### src/rtl/loader_pkg.sv
// Shared types for the instruction-memory loader: FSM states, the 16-bit
// instruction word, and the decode of the status outputs for each state.
package loader_pkg;

    typedef enum logic [2:0] {
        IDLE, CNT_LO, WORD_HI, WORD_LO, CHK, RUN, ERR
    } state_t;

    typedef logic [15:0] word_t;

    typedef struct packed {
        logic in_ready;
        logic cpu_rst;
        logic load_done;
        logic load_err;
    } outs_t;

    // Status outputs are registered alongside the state they belong to.
    function automatic outs_t outs_of(state_t s);
        outs_t o;
        o.in_ready  = (s != RUN) && (s != ERR);
        o.cpu_rst   = (s != RUN);
        o.load_done = (s == RUN);
        o.load_err  = (s == ERR);
        return o;
    endfunction

endpackage

### src/rtl/loader_xor_accum.sv
// 8-bit running XOR of the frame bytes, used as the frame checksum.
module loader_xor_accum
    import loader_pkg::*;
(
    input  logic       clk,
    input  logic       clr,
    input  logic       en,
    input  logic [7:0] din,
    output logic [7:0] acc
);

    always_ff @(posedge clk) begin
        if (clr)
            acc <= 8'h00;
        else if (en)
            acc <= acc ^ din;
    end

endmodule

### src/rtl/imem_loader.sv
// Byte-stream program loader: writes framed 16-bit words into instruction
// memory and holds the CPU in reset until a frame lands. LOADER_CHECKSUM_EN adds a trailing XOR byte.
module imem_loader #(
    parameter int IMEM_DEPTH = 256,
    parameter int ADDR_W     = $clog2(IMEM_DEPTH)
) (
    input  logic              CLK,
    input  logic              rst,
    input  logic              in_valid,
    input  logic [7:0]        in_data,
    output logic              in_ready,
    input  logic              do_halt,
    output logic              imem_we,
    output logic [ADDR_W-1:0] imem_addr,
    output logic [15:0]       imem_wdata,
    output logic              cpu_rst,
    output logic              load_done,
    output logic              load_err
);
    import loader_pkg::*;

    localparam logic [16:0] DEPTH17 = 17'(IMEM_DEPTH);

    state_t            state;
    outs_t             outs;
    logic [15:0]       count;
    logic [ADDR_W-1:0] idx;
    logic [7:0]        hi_byte;
    logic              halt_q;

    logic        xfer;
    logic        halt_rise;
    logic        last_word;
    logic [15:0] n_word;

    assign in_ready  = outs.in_ready;
    assign cpu_rst   = outs.cpu_rst;
    assign load_done = outs.load_done;
    assign load_err  = outs.load_err;

    assign xfer      = in_valid && outs.in_ready;
    assign halt_rise = do_halt && !halt_q;
    // Word count as it stands while COUNT_LO is on the bus.
    assign n_word    = {count[15:8], in_data};
    assign last_word = (17'(idx) == 17'(count) - 17'd1);

`ifdef LOADER_CHECKSUM_EN
    localparam state_t FRAME_END = CHK;
    logic [7:0] chk_acc;

    loader_xor_accum u_xor (
        .clk (CLK),
        .clr (rst || (state == RUN && halt_rise)),
        .en  (xfer && state != CHK),
        .din (in_data),
        .acc (chk_acc)
    );
`else
    localparam state_t FRAME_END = RUN;
`endif

    always_ff @(posedge CLK) begin
        if (rst) begin
            state      <= IDLE;
            outs       <= outs_of(IDLE);
            count      <= '0;
            idx        <= '0;
            hi_byte    <= '0;
            halt_q     <= 1'b0;
            imem_we    <= 1'b0;
            imem_addr  <= '0;
            imem_wdata <= '0;
        end else begin
            halt_q  <= do_halt;
            imem_we <= 1'b0;
            case (state)
                IDLE: if (xfer) begin
                    count[15:8] <= in_data;
                    state       <= CNT_LO;
                end
                CNT_LO: if (xfer) begin
                    count[7:0] <= in_data;
                    idx        <= '0;
                    if (17'(n_word) > DEPTH17) begin
                        state <= ERR;
                        outs  <= outs_of(ERR);
                    end else if (n_word == 16'd0) begin
                        state <= FRAME_END;
                        outs  <= outs_of(FRAME_END);
                    end else begin
                        state <= WORD_HI;
                    end
                end
                WORD_HI: if (xfer) begin
                    hi_byte <= in_data;
                    state   <= WORD_LO;
                end
                WORD_LO: if (xfer) begin
                    imem_we    <= 1'b1;
                    imem_addr  <= idx;
                    imem_wdata <= {hi_byte, in_data};
                    idx        <= idx + 1'b1;
                    if (last_word) begin
                        state <= FRAME_END;
                        outs  <= outs_of(FRAME_END);
                    end else begin
                        state <= WORD_HI;
                    end
                end
`ifdef LOADER_CHECKSUM_EN
                CHK: if (xfer) begin
                    if (in_data == chk_acc) begin
                        state <= RUN;
                        outs  <= outs_of(RUN);
                    end else begin
                        state <= ERR;
                        outs  <= outs_of(ERR);
                    end
                end
`endif
                RUN: if (halt_rise) begin
                    state <= IDLE;
                    outs  <= outs_of(IDLE);
                    idx   <= '0;
                    count <= '0;
                end
                ERR: begin
                end
                default: begin
                    state <= IDLE;
                    outs  <= outs_of(IDLE);
                end
            endcase
        end
    end

endmodule
### config.mk
export PLATFORM = sky130hd
export DESIGN_NAME = imem_loader
export DESIGN_NICKNAME = d
export VERILOG_FILES = /design/src/rtl/loader_pkg.sv /design/src/rtl/loader_xor_accum.sv /design/src/rtl/imem_loader.sv
export SDC_FILE = /design/constraint.sdc
export NUM_CORES = 1
export LEC_CHECK = 0
export CAP_MARGIN = 5
export CORE_MARGIN = 2
export CORE_UTILIZATION = 40
export CTS_BUF_LIST = sky130_fd_sc_hd__clkbuf_16
export DETAILED_ROUTE_END_ITERATION = 10
export PLACE_DENSITY_LB_ADDON = 0.25
export SLEW_MARGIN = 20
export SYNTH_ARGS = -nofsm -noshare
export SYNTH_HDL_FRONTEND = slang
export SYNTH_SLANG_ARGS = --single-unit
### constraint.sdc
create_clock -name CLK -period 2.85 [get_ports CLK]
set_clock_uncertainty 0.1 [all_clocks]
set_input_delay 0.7125 -clock CLK [delete_from_list [all_inputs] [get_ports CLK]]
set_output_delay 0.7125 -clock CLK [all_outputs]
set_load 0.02 [all_outputs]
# Word-level counts from Yosys, hierarchy flattened
# Cells that the tools add are included.
[totals]
inputBits = 12
elab_cells = 74
ff_bits = 65
out_inout_bits = 29
[op_classes]
add_sub_neg = 2
n_bitwise = 3
order_cmp = 1
n_reduce_logical = 17
n_mux = 25
n_eq_ne = 13
[ops]
columns = ["op", "n"]
rows = [
  ["8-bit 2-to-1 mux", 4],
  ["8-bit one-hot mux with 2 select lines", 2],
  ["3-bit 2-to-1 mux", 8],
  ["4-bit 2-to-1 mux", 6],
  ["8-bit one-hot mux with 3 select lines", 1],
  ["3-bit one-hot mux with 6 select lines", 1],
  ["8-bit by 17-bit equality test with 1-bit output", 1],
  ["16-bit by 1-bit subtractor with 17-bit output, second input constant", 1],
  ["16-bit by 9-bit greater-than comparator with 1-bit output, second input constant", 1],
  ["16-bit logical NOT", 1],
  ["16-bit 2-to-1 mux", 1],
  ["4-bit one-hot mux with 4 select lines", 1],
  ["2-bit != test, second input constant", 6],
  ["6-bit AND reduction", 2],
  ["8-bit by 1-bit adder with 8-bit output, second input constant", 1],
  ["3-bit by 2-bit equality test with 1-bit output, second input constant", 2],
  ["3-bit equality test, second input constant", 2],
  ["3-bit AND reduction", 2],
  ["2-bit AND reduction", 2],
  ["4-bit AND reduction", 1],
  ["2-bit nonzero test", 2],
  ["3-bit by 1-bit equality test with 1-bit output, second input constant", 1],
  ["3-bit logical NOT", 1],
  ["3-bit != test, second input constant", 1],
  ["other kinds (7)", 10],
]

# Longest topological paths before layout
[depth]
ltp_word = 5
mapped_depth = 10
mapped_depth_nobuf = 9

# Worst setup path before layout
# OpenSTA, ideal clock, no wires.
[synth_timing]
path_type = "register to register"
start = "reg count[11]"
end = "reg state[1]"
stages_incl_launch_ff = 8
setup_ns = 0.145
setup_slack_ns = 0.549
period_less_slack_ns = 2.301
n_path_buf = 0
arrival_time_ns = 2.056
required_time_ns = 2.605
path_cell_list = "dfxtp_1 or3_1 or3b_1 xnor2_1 a2bb2oi_2 a2111oi_2 o2111a_2 a41oi_1"
[synth_between]
elab_chain_cells = 5
word_cells_on_any_way = 10
cone_classes = "1 x add/sub; 1 x order compare; 1 x eq/ne; 6 x mux; 1 x reduce/logical"
[synth_lines]
columns = ["item", "line_no", "text"]
rows = [
  ["start: declaration", "imem_loader.sv:26", "logic [15:0] count;"],
  ["start signal: assignment", "imem_loader.sv:78", "count[15:8] <= in_data;"],
  ["16-bit by 1-bit subtractor with 17-bit output / 16-bit logical NOT (equally long branches)", "imem_loader.sv:45, imem_loader.sv:87", ""],
  ["8-bit by 17-bit equality test with 1-bit output / 3-bit 2-to-1 mux (equally long branches)", "imem_loader.sv:45, imem_loader.sv:87", ""],
  ["3-bit 2-to-1 mux, on equally long branches", "imem_loader.sv:103, imem_loader.sv:84", ""],
  ["3-bit 2-to-1 mux, on equally long branches", "imem_loader.sv:98, imem_loader.sv:81", ""],
  ["3-bit one-hot mux with 6 select lines *", "imem_loader.sv:76", "case (state)"],
  ["end signal: assignment", "imem_loader.sv:79", "state <= CNT_LO;"],
  ["end signal: assignment", "imem_loader.sv:104", "state <= FRAME_END;"],
  ["end signal: assignment", "imem_loader.sv:107", "state <= WORD_HI;"],
  ["end: declaration", "imem_loader.sv:24", "state_t state;"],
]
# Every way passes the cells marked *; elsewhere a longest branch is shown, timed or not. The select of a mux whose other input is x is not followed.
# A chain may end at the register's enable or synchronous reset.

# Final worst setup path
[layout_timing]
start = "reg count[0]"
end = "reg state[1]"
[layout_between]
elab_chain_cells = 5
[layout_lines]
columns = ["item", "line_no", "text"]
rows = [
  ["start signal: assignment", "imem_loader.sv:82", "count[7:0] <= in_data;"],
  ["16-bit by 1-bit subtractor with 17-bit output", "imem_loader.sv:45", "assign last_word = (17'(idx) == 17'(count) - 17'd1);"],
  ["8-bit by 17-bit equality test with 1-bit output", "imem_loader.sv:45", ""],
  ["3-bit 2-to-1 mux", "imem_loader.sv:103", "if (last_word) begin"],
  ["3-bit 2-to-1 mux", "imem_loader.sv:98", "WORD_LO: if (xfer) begin"],
  ["3-bit one-hot mux with 6 select lines", "imem_loader.sv:76", ""],
]
# Every way passes these cells. The select of a mux whose other input is x is not followed.

==> qor.txt <==
status -> finished, final reports clean
Layout Nets -> 432
most frequent cells in the layout -> 77 x nand2_1, 65 x dfxtp_1, 42 x a21oi_1
WL met2 -> 3780 microns
Post-Syn Instances -> 367
vias in the first global route -> 2,721
mapped cell area -> 0.00301 sq mm
power per cell area -> 616 mW/mm^2
# IOs -> 41
Final Hold Violating Endpoints -> 0
most common cell after layout, fill and taps aside -> nand2_1
Final Setup Violations -> 0
CTS buffer count -> 9
layout cells sized above 1 -> 0.123
clk buf depth -> 2
syn avg cell area -> 8.21 sq um
CTS tree -> done
Reg area -> 0.00130 sq mm
Startpoint Class -> flip-flop
relative slew slack -> 0.621
post-layout min period -> 2.51 ns
met3 WL -> 661 microns
standard-cell rows -> 31
first-pass GRT wire length -> 13,300 microns
Die Y -> 90.8 microns
WP data required -> 2.92 ns
# Max-Cap Violations -> 0
Fillers -> 706
Setup TNS Final -> 0 ns
hold buffer count at cts -> 0
Post-synth ARST share -> 0
highest metal layer with signal wires -> met4
Die Area -> 0.00825 sq mm
combined area of the multi-input logic cells -> 0.00161 sq mm
Post-synth EDFFs -> 0
Initial Util -> 0.413
Vias -> 2,880
Post-Route WL -> 8250 microns
drt initial violations -> 180
RSZ-0062 raised after global routing -> no
DR DRC count -> 0
htree depth -> 3
DR vias/cell -> 5.52
GRT Overall Usage -> 0.204
pins over their slew limit -> 0
Overflow after GRT -> 0
period utilization -> 0.882
Slew @ Worst Pin -> 0.568 ns
DR pass1 iterations -> 4
P_leak -> 1.36 nW
Hold Crit Class -> reg2reg
dpl hpwl -> 5790 microns
Final Wtd Congestion -> 0.901
Synth cell types -> 61
Setup CP Type -> reg2reg
# port buffers -> 40
wire per inst -> 15.8 microns
Area growth syn-to-layout -> 29.4%
CP endpoint kind -> flip-flop
# diodes -> 0
Core ar. -> 0.00729 sq mm
sequential share of the synthesized area -> 0.432
clk sink count -> 65
Max Clk Rate -> 398 MHz
initial antenna violation count -> 0
WL met1 -> 3680 microns
postcts setup bufs -> 0
DRT antenna net count -> 0
most used flip-flop cell after synthesis -> dfxtp_1
maximum net fanout on the critical path -> 9
WP data arrival -> 2.58 ns
Mapped Nets -> 381
Max rail drop VDD -> 0.445 mV
Synth Warn # -> 0
maximum number of pins on one net before global-route repair -> 56
Worst-Skew Late Latency -> 0.33 ns
post-synthesis register bit count -> 65
post-cts sizing count -> 0
CTS root buffer -> clkbuf_16
fin util -> 0.535
clk slew on worst S/H paths -> 0.06 ns
DIE WIDTH -> 90.8 microns
## synth_stat cells, drive strengths merged (2+ instances only)
library cell,number,area (sq um)
nand2b,6,37.5
nor2b,3,18.8
nor3,4,25.0
nand3b,2,15.0
or4,2,18.8
buf,6,28.8
a21o,2,15.0
nand3,15,75.1
o21ai,8,40.0
a2111oi,2,23.8
a21oi,43,219
or2,2,12.5
nor2,30,113
dfxtp,65,1300
nand4,2,12.5
or3,3,23.8
mux2i,9,90.1
o21a,2,15.0
o41ai,2,17.5
a211oi,5,37.5
clkbuf,14,53.8
nand2,77,289
a41oi,2,17.5
xnor2,9,78.8
inv,6,22.5
and3,2,12.5
xor2,9,78.8
ha,2,25.0
a22o,5,43.8
nor4,6,50.0
a211o,2,18.8
## per-stage QoR
step | total power, W | setup slack (ns) | cells | hold slack [ns] | cell area, sq um
2_1_floorplan | 0.00122 | 0.549 | 367 | 0.331 | 3010
4_1_cts | 0.00242 | 0.338 | 522 | 0.354 | 3900
5_1_grt | 0.00249 | 0.0920 | 522 | 0.370 | 3900
3_5_place_dp | 0.00133 | 0.164 | 506 | 0.348 | 3610
6_report | 0.00240 | 0.336 | 522 | 0.354 | 3900
3_3_place_gp | 0.00132 | 0.210 | 506 | 0.339 | 3610
## layer usage
layer | track usage | vias up
met3 | 0.0643 | 10
li1 | - | 1385
met5 | 0 | -
met2 | 0.316 | 99
met1 | 0.261 | 1386
met4 | 0.0871 | 0
## state kept, by name (all words and copies together) (netlist names)
| signal | flops |
|---|---|
| imem_wdata | 16 |
| count | 16 |
| hi_byte | 8 |
| idx | 8 |
| load_done | 1 |
| state | 3 |
| imem_we | 1 |
| in_ready | 1 |
| imem_addr | 8 |
| halt_q | 1 |
| load_err | 1 |
| cpu_rst | 1 |
## cell type report
| class | count | area share |
|---|---|---|
| well taps | 99 | 0.0318 |
| multi-input cells | 275 | 0.412 |
| flip-flops and latches | 65 | 0.334 |
| inverters | 7 | 0.00674 |
| repair buffers | 60 | 0.140 |
| clock inverters | 7 | 0.0180 |
| clock buffers | 9 | 0.0577 |
## worst paths after layout
path         cells past startpoint                       from  slack, ns                        end
min reg2reg                      2  imem_addr[0]$_SDFFE_PP0P_       0.35  imem_addr[0]$_SDFFE_PP0P_
max                              9      count[0]$_SDFFE_PP0P_       0.34      state[1]$_SDFFE_PP0P_
min                              2  imem_addr[0]$_SDFFE_PP0P_       0.35  imem_addr[0]$_SDFFE_PP0P_
max reg2reg                      9      count[0]$_SDFFE_PP0P_       0.34      state[1]$_SDFFE_PP0P_
## power by group
| group | switching [W] | internal [W] |
|---|---|---|
| Clock | 0.000413 | 0.000674 |
| Sequential | 0.0000371 | 0.000938 |
| Combinational | 0.000193 | 0.000147 |
## worst max-delay path, stage by stage (launching register included)
cell and delay, ns:
dfxtp_1 0.34, inv_1 0.08, ha_1 0.33, xnor2_1 0.19, nand2_1 0.08, o21ai_0 0.07, a221o_1 0.36, a2111oi_2 0.28
o2111a_2 0.37, a41oi_1 0.14
## cell families after synthesis
family,Yosys count,share of synthesized area
DFF,65,0.432
AOI/OAI and AO/OA,86,0.190
adders and majority gates,2,0.00830
buffers and inverters,27,0.0361
and+or+nand+nor,159,0.248
xor gates and xnor gates,18,0.0523
muxes,10,0.0336
(Power assumes the default switching activity.)
